[config.mk]
export PLATFORM = sky130hd
export DESIGN_NAME = vga_controller_flat
export DESIGN_NICKNAME = d
export VERILOG_FILES = /design/src/rtl/vga_controller_if.sv /design/src/rtl/vga_controller.sv /design/src/flat_wrapper.sv
export SDC_FILE = /design/constraint.sdc
export NUM_CORES = 1
export LEC_CHECK = 0
export ABC_CLOCK_PERIOD_IN_PS = 4300
export CAP_MARGIN = 10
export CELL_PAD_IN_SITES_DETAIL_PLACEMENT = 2
export CELL_PAD_IN_SITES_GLOBAL_PLACEMENT = 2
export CORE_MARGIN = 2
export CORE_UTILIZATION = 34
export CTS_BUF_LIST = sky130_fd_sc_hd__clkbuf_16
export CTS_CLUSTER_SIZE = 12
export DETAILED_ROUTE_END_ITERATION = 16
export GPL_TIMING_DRIVEN = 1
export PLACE_DENSITY = 0.88
export SYNTH_ARGS = -nofsm -noshare
export SYNTH_HDL_FRONTEND = slang
export SYNTH_SLANG_ARGS = --single-unit
[constraint.sdc]
create_clock -name clk -period 4.3 [get_ports clk]
set_input_delay 0.645 -clock clk [delete_from_list [all_inputs] [get_ports clk]]
set_output_delay 0.645 -clock clk [all_outputs]
set_load 0.005 [all_outputs]
[src/rtl/vga_controller_if.sv]
// rtl/vga_controller_if.sv - VGA timing bundle between the controller and the pixel/DAC side
interface vga_controller_if;
    logic       en;
    logic       vgaclk;
    logic       hsync;
    logic       vsync;
    logic       sync_b;
    logic       blank_b;
    logic [9:0] x;
    logic [9:0] y;
    logic       frame_start;

    modport master (
        input  en,
        output vgaclk, hsync, vsync, sync_b, blank_b, x, y, frame_start
    );

    modport slave (
        output en,
        input  vgaclk, hsync, vsync, sync_b, blank_b, x, y, frame_start
    );
endinterface

[src/rtl/vga_controller.sv]
// rtl/vga_controller.sv - VGA raster timing: pixel clock at clk/2, x/y counters, registered syncs
module vga_controller #(
    parameter int HACTIVE = 640,
    parameter int HFP     = 16,
    parameter int HSYN    = 96,
    parameter int HBP     = 48,
    parameter int VACTIVE = 480,
    parameter int VFP     = 10,
    parameter int VSYN    = 2,
    parameter int VBP     = 33
) (
    input  logic             clk,
    input  logic             rst_n,
    vga_controller_if.master vga
);
    localparam int HMAX = HACTIVE + HFP + HSYN + HBP;
    localparam int VMAX = VACTIVE + VFP + VSYN + VBP;

    localparam logic [9:0] X_LAST   = 10'(HMAX - 1);
    localparam logic [9:0] Y_LAST   = 10'(VMAX - 1);
    localparam logic [9:0] H_ACT    = 10'(HACTIVE);
    localparam logic [9:0] V_ACT    = 10'(VACTIVE);
    localparam logic [9:0] HS_START = 10'(HACTIVE + HFP);
    localparam logic [9:0] HS_END   = 10'(HACTIVE + HFP + HSYN);
    localparam logic [9:0] VS_START = 10'(VACTIVE + VFP);
    localparam logic [9:0] VS_END   = 10'(VACTIVE + VFP + VSYN);

    logic       vgaclk_q, vgaclk_d;
    logic [9:0] x_q, x_d;
    logic [9:0] y_q, y_d;
    logic       hsync_q, hsync_d;
    logic       vsync_q, vsync_d;
    logic       blank_b_q, blank_b_d;
    logic       frame_start_q, frame_start_d;

    // A tick is the clk edge on which vgaclk falls; everything else moves only then.
    always_comb begin
        vgaclk_d      = ~vgaclk_q;
        x_d           = x_q;
        y_d           = y_q;
        hsync_d       = hsync_q;
        vsync_d       = vsync_q;
        blank_b_d     = blank_b_q;
        frame_start_d = frame_start_q;
        if (vgaclk_q && vga.en) begin
            if (x_q == X_LAST) begin
                x_d = 10'd0;
                y_d = (y_q == Y_LAST) ? 10'd0 : y_q + 10'd1;
            end else begin
                x_d = x_q + 10'd1;
            end
            // Decoded from the next position so syncs line up with x/y in the same period.
            hsync_d       = !((x_d >= HS_START) && (x_d < HS_END));
            vsync_d       = !((y_d >= VS_START) && (y_d < VS_END));
            blank_b_d     = (x_d < H_ACT) && (y_d < V_ACT);
            frame_start_d = (x_d == 10'd0) && (y_d == 10'd0);
        end
    end

    always_ff @(posedge clk or negedge rst_n) begin
        if (!rst_n) begin
            vgaclk_q      <= 1'b0;
            x_q           <= 10'd0;
            y_q           <= 10'd0;
            hsync_q       <= 1'b1;
            vsync_q       <= 1'b1;
            blank_b_q     <= 1'b1;
            frame_start_q <= 1'b1;
        end else begin
            vgaclk_q      <= vgaclk_d;
            x_q           <= x_d;
            y_q           <= y_d;
            hsync_q       <= hsync_d;
            vsync_q       <= vsync_d;
            blank_b_q     <= blank_b_d;
            frame_start_q <= frame_start_d;
        end
    end

    assign vga.vgaclk      = vgaclk_q;
    assign vga.x           = x_q;
    assign vga.y           = y_q;
    assign vga.hsync       = hsync_q;
    assign vga.vsync       = vsync_q;
    assign vga.blank_b     = blank_b_q;
    assign vga.frame_start = frame_start_q;
    assign vga.sync_b      = 1'b0;
endmodule

[src/flat_wrapper.sv]
// flat-port wrapper written by rule: the top's interface ports become plain ports
module vga_controller_flat 
#(
    parameter int HACTIVE = 640,
    parameter int HFP     = 16,
    parameter int HSYN    = 96,
    parameter int HBP     = 48,
    parameter int VACTIVE = 480,
    parameter int VFP     = 10,
    parameter int VSYN    = 2,
    parameter int VBP     = 33
)
  (clk, rst_n, vga_en, vga_vgaclk, vga_hsync, vga_vsync, vga_sync_b, vga_blank_b, vga_x, vga_y, vga_frame_start);
  vga_controller_if vga_i ();
  input  logic clk;
  input  logic rst_n;
  input wire logic [$bits(vga_i.en)-1:0] vga_en;
  output wire logic [$bits(vga_i.vgaclk)-1:0] vga_vgaclk;
  output wire logic [$bits(vga_i.hsync)-1:0] vga_hsync;
  output wire logic [$bits(vga_i.vsync)-1:0] vga_vsync;
  output wire logic [$bits(vga_i.sync_b)-1:0] vga_sync_b;
  output wire logic [$bits(vga_i.blank_b)-1:0] vga_blank_b;
  output wire logic [$bits(vga_i.x)-1:0] vga_x;
  output wire logic [$bits(vga_i.y)-1:0] vga_y;
  output wire logic [$bits(vga_i.frame_start)-1:0] vga_frame_start;
  assign vga_i.en = vga_en;
  assign vga_vgaclk = vga_i.vgaclk;
  assign vga_hsync = vga_i.hsync;
  assign vga_vsync = vga_i.vsync;
  assign vga_sync_b = vga_i.sync_b;
  assign vga_blank_b = vga_i.blank_b;
  assign vga_x = vga_i.x;
  assign vga_y = vga_i.y;
  assign vga_frame_start = vga_i.frame_start;
  vga_controller #(.HACTIVE(HACTIVE), .HFP(HFP), .HSYN(HSYN), .HBP(HBP), .VACTIVE(VACTIVE), .VFP(VFP), .VSYN(VSYN), .VBP(VBP)) u_core (.clk(clk), .rst_n(rst_n), .vga(vga_i));
endmodule
==> summary.md, run 1 <==
| Metric | Value |
|---|---|
| Fin crit share | `64.8%` |
| CTS tree | `done` |
| Antenna diode count | `0` |
| Pin count of the biggest net entering global routing | `23` |
| Vias in the first global route | `1,866` |
| Final slew viol count | `0` |
| CTS resizes | `0` |
| Post-Synth Simple-Gate Area | `29.6%` |
| CTS Buffer Depth | `2` |
| Final instance area | `2140 um2` |
| Detailed Route Iter0 Violations | `93` |
| Die Ht | `76.0 um` |
| Worst reg2reg path depth | `7` |
| Die X | `76.0 um` |
| Max Clk Rate | `359 MHz` |
| PwrDens | `about 310 nW/um2` |
| Global route overflow | `0` |
| Final nets | `233` |
| Syn Nets | `approximately 210` |
| Placed cell areas | `2060 um2` |
| Post-CTS Setup Inserts | `0` |
| DRC violations left | `0` |
| Worst Skew | `roughly 8.1 ps` |
| Cts hold-fix bufs | `0` |
| Clk Latency, worst-skew pair | `~270 ps` |
| CTS Root Cell | `clkbuf_16` |
| Layout cells sized above 1 | `9.73%` |
| Top_reg_cell synth | `dfrtp_1` |
| Setup slack, reg-to-reg | `1520 ps` |
| Wire per inst | `just over 20 um` |
| Port bufs | `27` |
| # setup viols final | `0` |
| Worst Hold End | `u_core.vga.vgaclk` |
| Synthesized area | `1760 um2` |
| Status | `completed` |
| Critical Path Source Type | `flip-flop` |
| Die area | `5780 um2` |
| RSZ-0062 raised after global routing | `no` |
| Mux share of post-synthesis cell area | `1.28%` |
| Io pins | `29` |
| Worst Path Max Fanout | `10` |
| CTS Buf Count | `3` |
| Crit Reg-Reg Endpoint | `u_core.vga.frame_start` |
| Pre-CTS WS | `~1500 ps` |
| Leakage power | `0.851 nW` |
| Hold depth | `1` |
| Worst EP arrival | `2990 ps` |
| Hold Path Class | `reg -> reg` |
| Cell row count | `26` |
| VDD IR max | `0.000177 V` |
| Commonest cells after routing, fill and taps aside | `27 x clkdlybuf4s50_1, 25 x nand2_1, 21 x dfrtp_1` |
| Antenna violations before repair | `0` |
| HPWL Detailed | `3970 um` |
| Clock sink count | `25` |
| Area growth syn-to-layout | `21.1%` |
| Total number of vias | `roughly 1,700` |
| DR pass1 iterations | `4` |
| Post-Synthesis Cells | `205` |
| Worst Slack Setup Final | `1520 ps` |
| Worst-Margin Slew | `1090 ps` |
| Tot Pwr | `0.670 mW` |
| Syn Area/Cell | `8.61 um2` |
| Crit Path Class | `reg -> reg` |
| Post-Place Cells | `292` |
| Total track usage | `a little over a fifth` |
| Final instance count without filler cells | `296` |
| Max_slew headroom | `26.9%` |
| Seq/Total Area, Yosys | `between 30% and 40%` |
| Post-layout util | `between 40% and 50%` |
| Endpoints failing hold | `0` |
| Synth async-reset ratio | `100%` |
| Yosys warns | `0` |
| Synth Register Bits | `25` |
| Main combinational cell family by area after synthesis | `simple AND/OR/NAND/NOR gates` |
| Post-route antenna net violation count | `0` |
| Worst setup EP type | `flip-flop` |
| Post-Synth Adder-Cell Area | `between 2 and 2.5%` |
| CP required | `4500 ps` |
| Max-cap violation count | `0` |
| Routability cong. | `0.919` |
| Reg2reg start | `u_core.vga.x[0]` |
| First-pass GRT wire length | `approximately 10,000 um` |
| H-tree levels | `1` |
| Area of the core | `5040 um2` |
| Via density | `about 5.6` |
| Final hold slack | `464 ps` |
| Number of enable flip-flop cells after synthesis | `0` |
| Reg clk slew, reported paths | `80 ps` |
| Commonest non-fill, non-tap cell in the layout | `clkdlybuf4s50_1` |
| Initial Util | `a little over a third` |
| Post-synthesis compound-gate area fraction | `roughly 17%` |
| Post-Synth XOR/XNOR Area | `7.94%` |
| Hold Path Origin | `u_core.vga.vgaclk` |
| Minimum clock period after layout | `about 2800 ps` |
| Final WL | `5980 um` |
| TNS Setup | `0 ps` |
| Yosys cell types | `~50` |
## sequential cells by signal, summed over array words and instances (netlist names)
name	flops
u_core.vga.y	10
u_core.vga.vsync	1
u_core.vga.blank_b	1
u_core.vga.hsync	1
u_core.vga.vgaclk	1
u_core.vga.frame_start	1
u_core.vga.x	10
## power breakdown
group          switching, mW  total, mW  internal [mW]
Sequential            0.0473      0.302          0.255
Combinational         0.0690      0.144         0.0746
Clock                 0.0985      0.224          0.125
Total                  0.215      0.670          0.455
## layer usage
layer / wire (um) / GRT usage [%] / share of wire [%] / up-vias
li1: - / - / - / 785
met1: 2900 / 30.6 / 48 / 848
met2: 2860 / 35.8 / 48 / 30
met3: 133 / 2.01 / 2.2 / 6
met4: 89 / 6.91 / 1.5 / 0
met5: 0 / 0 / 0 / -
## kinds of logic (layout without fill, tap and decap cells)
family	Yosys count	in the layout
flip-flops	25	25
AO/OA/AOI/OAI	43	43
XOR/XNOR	16	16
other	1	1
adder cells (fa/ha/maj)	3	3
buffers and inverters	23	44
multiplexers	2	2
AND/OR/NAND/NOR	92	92
## how the worst max path moves through the flow
stage	to	depth (start not counted)	slack [ps]	from
global placement	u_core.vga.frame_start	7	1610	vga_en
CTS	u_core.vga.frame_start	7	1550	u_core.vga.x[0]
finish	u_core.vga.frame_start	7	1520	u_core.vga.x[0]
detailed placement	u_core.vga.frame_start	7	1510	vga_en
global route	u_core.vga.frame_start	7	1330	u_core.vga.x[0]
floorplan	u_core.vga.frame_start	8	2090	u_core.vga.x[0]
## final cells by class
type                    instances  area (um2)
repair buffers                 28         278
multi-input cells             157        1020
clock buffers                   3        75.1
flip-flops and latches         25         631
well taps                      70        87.6
inverters                      12        45.0
fillers                       567        2910
clock inverters                 1        3.75
## worst max-delay path, cell delays in order (launching register included)
cell      delay (ps)
dfrtp_1          450
ha_1             310
and4_1           490
nand4_2          220
a211oi_2         380
o22ai_1          170
or4_1            550
o21ai_1          150
## synthesized netlist by cell type (4+ instances only)
master | n | area [um2]
nand2_1 | 25 | 93.8
dfrtp_1 | 21 | 526
nor2_1 | 17 | 63.8
o21ai_0 | 13 | 65.1
inv_1 | 12 | 45.0
nand3_1 | 11 | 55.1
xnor2_1 | 11 | 96.3
nand4_1 | 10 | 62.6
a21oi_1 | 6 | 30.0
nor3_1 | 5 | 25.0
xor2_1 | 5 | 43.8
a31oi_1 | 4 | 25.0
and3_1 | 4 | 25.0
clkbuf_1 | 4 | 15.0
dfstp_2 | 4 | 105
Note: power is estimated with default switching activity, not from simulation.
==> run 2: changes to the inputs <==
--- a/config.mk
+++ b/config.mk
@@ -5,17 +5,17 @@
 export SDC_FILE = /design/constraint.sdc
 export NUM_CORES = 1
 export LEC_CHECK = 0
-export ABC_CLOCK_PERIOD_IN_PS = 4300
+export ABC_CLOCK_PERIOD_IN_PS = 2650
 export CAP_MARGIN = 10
 export CELL_PAD_IN_SITES_DETAIL_PLACEMENT = 2
 export CELL_PAD_IN_SITES_GLOBAL_PLACEMENT = 2
 export CORE_MARGIN = 2
-export CORE_UTILIZATION = 34
+export CORE_UTILIZATION = 32
 export CTS_BUF_LIST = sky130_fd_sc_hd__clkbuf_16
 export CTS_CLUSTER_SIZE = 12
 export DETAILED_ROUTE_END_ITERATION = 16
 export GPL_TIMING_DRIVEN = 1
-export PLACE_DENSITY = 0.88
+export PLACE_DENSITY = 0.84
 export SYNTH_ARGS = -nofsm -noshare
 export SYNTH_HDL_FRONTEND = slang
 export SYNTH_SLANG_ARGS = --single-unit
==> constraint.sdc (replaced) <==
create_clock -name clk -period 2.65 [get_ports clk]
set_input_delay 0.3975 -clock clk [delete_from_list [all_inputs] [get_ports clk]]
set_output_delay 0.3975 -clock clk [all_outputs]
set_load 0.005 [all_outputs]
==> run 2 against run 1 <==
Routed wire length shrank 4.6%. Die area increased by 5.9%. Sequential share of layout area shrank 1.3 points. Worst hold slack improved by 5.4 ps. Sequential cell count unchanged. Via count increased by 0.90%. Clock power is 57% higher. Sequential power up 62%. Clock skew is 6.0 ps lower. Non-clock buffer count rose by 11. Setup slack worse by 1300 ps. Cell area grew 4.9%. Critical path type unchanged. Highest routed layer unchanged.
==> summary.md, run 2 (synthesis results as in run 1) <==
| Metric | Value |
|---|---|
| Status | `completed` |
| Reg clk slew, reported paths | `70 ps (about the same)` |
| Final nets | `244 (+4.7%)` |
| Layout cells sized above 1 | `15.2% (+5.5 points)` |
| Worst setup EP type | `flip-flop` |
| Detailed Route Iter0 Violations | `76 (-18%)` |
| DR pass1 iterations | `4 (unchanged)` |
| Max stage delay on crit path | `560 ps (about the same)` |
| Max-cap violation count | `0 (unchanged)` |
| CTS Buf Count | `3 (unchanged)` |
| Wire per inst | `18.5 um (-8.6%)` |
| CTS Buffer Depth | `2 (unchanged)` |
| Clock sink count | `25 (unchanged)` |
| Via density | `5.45 (-3.3%)` |
| Critical Path Source Type | `flip-flop` |
| TNS Setup | `0 ps (unchanged)` |
| Worst-Margin Slew | `561 ps (-532 ps)` |
| RSZ-0062 raised after global routing | `no` |
| Max Clk Rate | `408 MHz (+14%)` |
| Crit Path Class | `reg -> reg` |
| GRT met3 Usage | `2.87% (+0.86 points)` |
| Die Ht | `78.3 um (+2.9%)` |
| PwrDens | `481 nW/um2 (+54%)` |
| Pin count of the biggest net entering global routing | `26 (+13%)` |
| CP required | `2840 ps (-1660 ps)` |
| CP top delay family | `simple AND/OR/NAND/NOR gates` |
| DRC violations left | `0 (unchanged)` |
| CP max stage cell | `or4_1` |
| Cells along the critical path | `ha_2 -> and4_2 -> nand4_2 -> a211oi_4 -> o22ai_1 -> or4_1 -> o21ai_1` |
| Hold Path Origin | `u_core.vga.vgaclk` |
| # setup viols final | `0 (unchanged)` |
| Fin crit share | `92.4% (+28 points)` |
| Worst reg2reg path depth | `7 (unchanged)` |
| Cell row count | `27 (+3.8%)` |
| Busiest layer in global routing | `met2` |
| CTS tree | `done` |
| Area of the core | `5410 um2 (+7.2%)` |
| Die area | `6120 um2 (+5.9%)` |
| Hold depth | `1 (unchanged)` |
| Final WL | `5710 um (-4.6%)` |
| Setup slack, reg-to-reg | `200 ps (-1310 ps)` |
| Post-CTS Setup Inserts | `0 (unchanged)` |
| Minimum clock period after layout | `2450 ps (-337 ps)` |
| Leakage power | `0.902 nW (+6.0%)` |
| Antenna diode count | `0 (unchanged)` |
| Antenna violations before repair | `0 (unchanged)` |
| CTS Root Cell | `clkbuf_16` |
| VDD IR max | `0.000345 V (+94%)` |
| Initial Util | `32.6% (-2.3 points)` |
| Worst Slack Setup Final | `202 ps (-1310 ps)` |
| Port bufs | `27 (unchanged)` |
| Commonest cells after routing, fill and taps aside | `27 x clkdlybuf4s50_1, 25 x nand2_1, 20 x dfrtp_1` |
| Max_slew headroom | `61.7% (+35 points)` |
| Worst EP arrival | `2640 ps (-350 ps)` |
| HPWL Detailed | `4170 um (+5.2%)` |
| Total number of vias | `1,684 (+0.90%)` |
| Post-route antenna net violation count | `0 (unchanged)` |
| Routability cong. | `0.871 (-5.3%)` |
| Total track usage | `20.3% (-1.5 points)` |
| Clk Latency, worst-skew pair | `270 ps (about the same)` |
| Tot Pwr | `1.08 mW (+61%)` |
| Hold Path Class | `reg -> reg` |
| Die X | `78.3 um (+2.9%)` |
| Worst path bufs/invs | `0 (unchanged)` |
| Worst Path Max Fanout | `6 (-4)` |
| Final slew viol count | `0 (unchanged)` |
| H-tree levels | `1 (unchanged)` |
| Endpoints failing hold | `0 (unchanged)` |
| Grt met1 use | `27.7% (-2.9 points)` |
| Crit Reg-Reg Endpoint | `u_core.vga.frame_start` |
| Global route overflow | `0 (unchanged)` |
| Vias in the first global route | `1,867 (+0.054%)` |
| Worst Skew | `2.12 ps (-6.00 ps)` |
| Reg2reg start | `u_core.vga.x[1]` |
| Io pins | `29 (unchanged)` |
| Worst Hold End | `u_core.vga.vgaclk` |
| Post-layout util | `41.5% (-0.90 points)` |
| Commonest non-fill, non-tap cell in the layout | `clkdlybuf4s50_1` |
| First-pass GRT wire length | `9690 um (-4.0%)` |
| M2 GR Usage | `33.4% (-2.4 points)` |
| Pre-CTS WS | `178 ps (-1340 ps)` |
| Area growth syn-to-layout | `27.1%` |
==> run 2: metal layers <==
layer | part of all wire [%] | wire, um
met5 | 0 | 0
met4 | 1.3 | 72
met3 | 1.1 | 65
met2 | 48 | 2760
met1 | 49 | 2810
==> run 2: area by class of cell <==
cell class              count  area (um2)
fillers                   616        3160
multi-input cells         157        1040
flip-flops and latches     25         632
repair buffers             39         360
well taps                  72        90.1
clock buffers               3        75.1
inverters                  12        45.0
clock inverters             1        3.75
==> run 2: power by group <==
group | total (mW) | internal [mW] | switching (mW)
Combinational | 0.239 | 0.129 | 0.110
Clock | 0.352 | 0.203 | 0.149
Sequential | 0.488 | 0.414 | 0.0732
Total | 1.08 | 0.746 | 0.332
==> run 2: through the flow <==
| step | instances | hold WS [ps] | cell area (um2) |
|---|---|---|---|
| finish | 309 | 469 | 2240 |
| global route | 309 | 497 | 2240 |
| CTS | 309 | 477 | 2220 |
| detailed placement | 305 | 466 | 2140 |
| global placement | 305 | 444 | 2140 |
| floorplan | 205 | 102 | 1760 |
==> run 2: worst reg2reg max path, delay by kind of cell, from the launching register on <==
| kind | cells | cell delay (ps) |
|---|---|---|
| fa+ha+maj | 1 | 270 |
| simple gates | 3 | 1060 |
| compound gates | 3 | 610 |
| flops | 1 | 430 |
==> run 2: worst max-delay path by stage <==
stage                         start                endpoint  slack, ps  depth (start not counted)
floorplan           u_core.vga.x[0]  u_core.vga.frame_start        440                          8
global route        u_core.vga.x[1]  u_core.vga.frame_start         30                          7
finish              u_core.vga.x[1]  u_core.vga.frame_start        200                          7
global placement             vga_en  u_core.vga.frame_start        330                          7
detailed placement  u_core.vga.x[0]  u_core.vga.frame_start        180                          7
CTS                 u_core.vga.x[0]  u_core.vga.frame_start        110                          7
==> run 2: what timing repair did <==
action                                  4_1_cts  5_1_grt
hold buffers                                  0        0
resized for setup                             0        5
endpoints found under the setup margin        0        1
==> run 3: changes to the inputs <==
--- a/config.mk
+++ b/config.mk
@@ -15,7 +15,9 @@
 export CTS_CLUSTER_SIZE = 12
 export DETAILED_ROUTE_END_ITERATION = 16
 export GPL_TIMING_DRIVEN = 1
+export HOLD_SLACK_MARGIN = 0.06
 export PLACE_DENSITY = 0.84
+export RECOVER_POWER = 100
 export SYNTH_ARGS = -nofsm -noshare
 export SYNTH_HDL_FRONTEND = slang
 export SYNTH_SLANG_ARGS = --single-unit
==> run 3 against run 2 <==
Die area is the same. Critical path depth did not move. Maximum frequency down 2.7%. Core utilization shrank 0.56 points. Largest cell class unchanged.
==> summary.md, run 3 (synthesis results as in run 1) <==
| Metric | Value |
|---|---|
| # setup viols final | `0 (unchanged)` |
| Worst Skew | `2.00 ps (-0.118 ps)` |
| Critical Path Source Type | `input pin` |
| Register Area | `632 um2 (unchanged)` |
| Global route overflow | `0 (unchanged)` |
| Post-route antenna net violation count | `0 (unchanged)` |
| Worst setup EP type | `flip-flop` |
| CTS Root Cell | `clkbuf_16` |
| Reg clk slew, reported paths | `70 ps (about the same)` |
| Port bufs | `27 (unchanged)` |
| Cts hold-fix bufs | `0 (unchanged)` |
| Leakage power | `0.886 nW (-1.8%)` |
| Crit Path Class | `in -> reg` |
| CP required | `2850 ps (about the same)` |
| Antenna violations before repair | `0 (unchanged)` |
| Via density | `5.41 (-0.65%)` |
| TNS Setup | `0 ps (unchanged)` |
| Area growth syn-to-layout | `25.4%` |
| Die Ht | `78.3 um (unchanged)` |
| CTS Buf Count | `3 (unchanged)` |
| Detailed Route Iter0 Violations | `84 (+11%)` |
| DR pass1 iterations | `4 (unchanged)` |
| Cell row count | `27 (unchanged)` |
| First-pass GRT wire length | `9690 um (unchanged)` |
| Max Clk Rate | `398 MHz (-2.7%)` |
| Worst-Margin Slew | `1440 ps (+882 ps)` |
| Max-cap violation count | `0 (unchanged)` |
| CTS Buffer Depth | `2 (unchanged)` |
| Pin count of the biggest net entering global routing | `26 (unchanged)` |
| Wire per inst | `18.4 um (-0.37%)` |
| Minimum clock period after layout | `2510 ps (+66.7 ps)` |
| Vias in the first global route | `1,867 (unchanged)` |
| CTS tree | `done` |
| Die area | `6120 um2 (unchanged)` |
| Total number of vias | `1,673 (-0.65%)` |
| Io pins | `29 (unchanged)` |
| Area of the core | `5410 um2 (unchanged)` |
| Max_slew headroom | `3.80% (-58 points)` |
| DRC violations left | `0 (unchanged)` |
| Post-CTS Setup Inserts | `0 (unchanged)` |
| Antenna diode count | `0 (unchanged)` |
| Final slew viol count | `0 (unchanged)` |
| Clk Latency, worst-skew pair | `270 ps (about the same)` |
| Initial Util | `32.6% (unchanged)` |
| Worst Path Max Fanout | `11 (+5)` |
| Endpoints failing hold | `0 (unchanged)` |
| Clock sink count | `25 (unchanged)` |
| Layout cells sized above 1 | `11.8% (-3.4 points)` |
| Final hold slack | `465 ps (-4.34 ps)` |
| VDD IR max | `0.000343 V (-0.56%)` |
| Final WL | `5690 um (-0.37%)` |
| PwrDens | `480 nW/um2 (-0.23%)` |
| Total track usage | `20.3% (unchanged)` |
| Fill cell count | `623 (+1.1%)` |
| Fin crit share | `94.9% (+2.5 points)` |
| Multi-input logic area | `1040 um2 (unchanged)` |
| Routability cong. | `0.871 (unchanged)` |
| Final nets | `244 (unchanged)` |
| HPWL Detailed | `4170 um (unchanged)` |
| H-tree levels | `1 (unchanged)` |
| Post-layout util | `40.9% (-0.56 points)` |
| CTS resizes | `0 (unchanged)` |
| Commonest cells after routing, fill and taps aside | `25 x nand2_1, 23 x dlygate4sd3_1, 20 x dfrtp_1` |
| Status | `completed` |
| RSZ-0062 raised after global routing | `no` |
| Commonest non-fill, non-tap cell in the layout | `nand2_1` |
| Worst EP arrival | `2710 ps (+70 ps)` |
| Die X | `78.3 um (unchanged)` |
| Hold Path Class | `reg -> reg` |
==> run 3: worst max-delay path: stages <==
cell and delay, ps:
dlygate4sd3_1 540, and2_2 170, clkbuf_1 470, o211a_1 290
o22ai_1 120, or4_1 560, o21ai_1 160
==> run 3: cell type report <==
type	instances	area share, %
multi-input combinational	157	46.8
sequential	25	28.6
timing repair buffer	39	14.9
tap	72	4.07
clock buffer	3	3.39
inverter	12	2.04
clock inverter	1	0.170
==> run 3: through the flow <==
| step | cells | power, mW | worst slack, ps | cell area, um2 |
|---|---|---|---|---|
| after CTS | 309 | 1.09 | 111 | 2220 |
| after floorplan | 205 | 0.623 | 442 | 1760 |
| after global routing | 309 | 1.12 | 22.9 | 2210 |
| final | 309 | 1.06 | 135 | 2210 |
| after detailed placement | 305 | 0.732 | 178 | 2140 |
| after global placement | 305 | 0.724 | 333 | 2140 |
==> run 3: power breakdown <==
group	total, mW	switching, mW	internal (mW)	leakage [nW]
combinational	0.224	0.109	0.115	0.548
clock	0.351	0.149	0.203	0.0423
sequential	0.486	0.0717	0.414	0.296
total	1.06	0.329	0.732	0.886
==> run 3: final timing paths <==
kind | start | end | cells after the start | slack (ps)
max | vga_en | u_core.vga.frame_start | 7 | 140
min | u_core.vga.vgaclk | u_core.vga.vgaclk | 1 | 460
max reg2reg | u_core.vga.x[6] | u_core.vga.frame_start | 7 | 200
min reg2reg | u_core.vga.vgaclk | u_core.vga.vgaclk | 1 | 460
max in group asynchronous | rst_n | u_core.vga.x[0] | 2 | 710
min in group asynchronous | rst_n | u_core.vga.x[1] | 2 | 1000
==> run 3: layer usage <==
metal / GRT usage (%) / vias to the layer above / wire [um]
met1: 27.7 / 844 / 2810
met4: 6.32 / 0 / 72
met5: 0 / - / 0
met2: 33.4 / 21 / 2730
met3: 2.87 / 6 / 80
li1: - / 802 / -
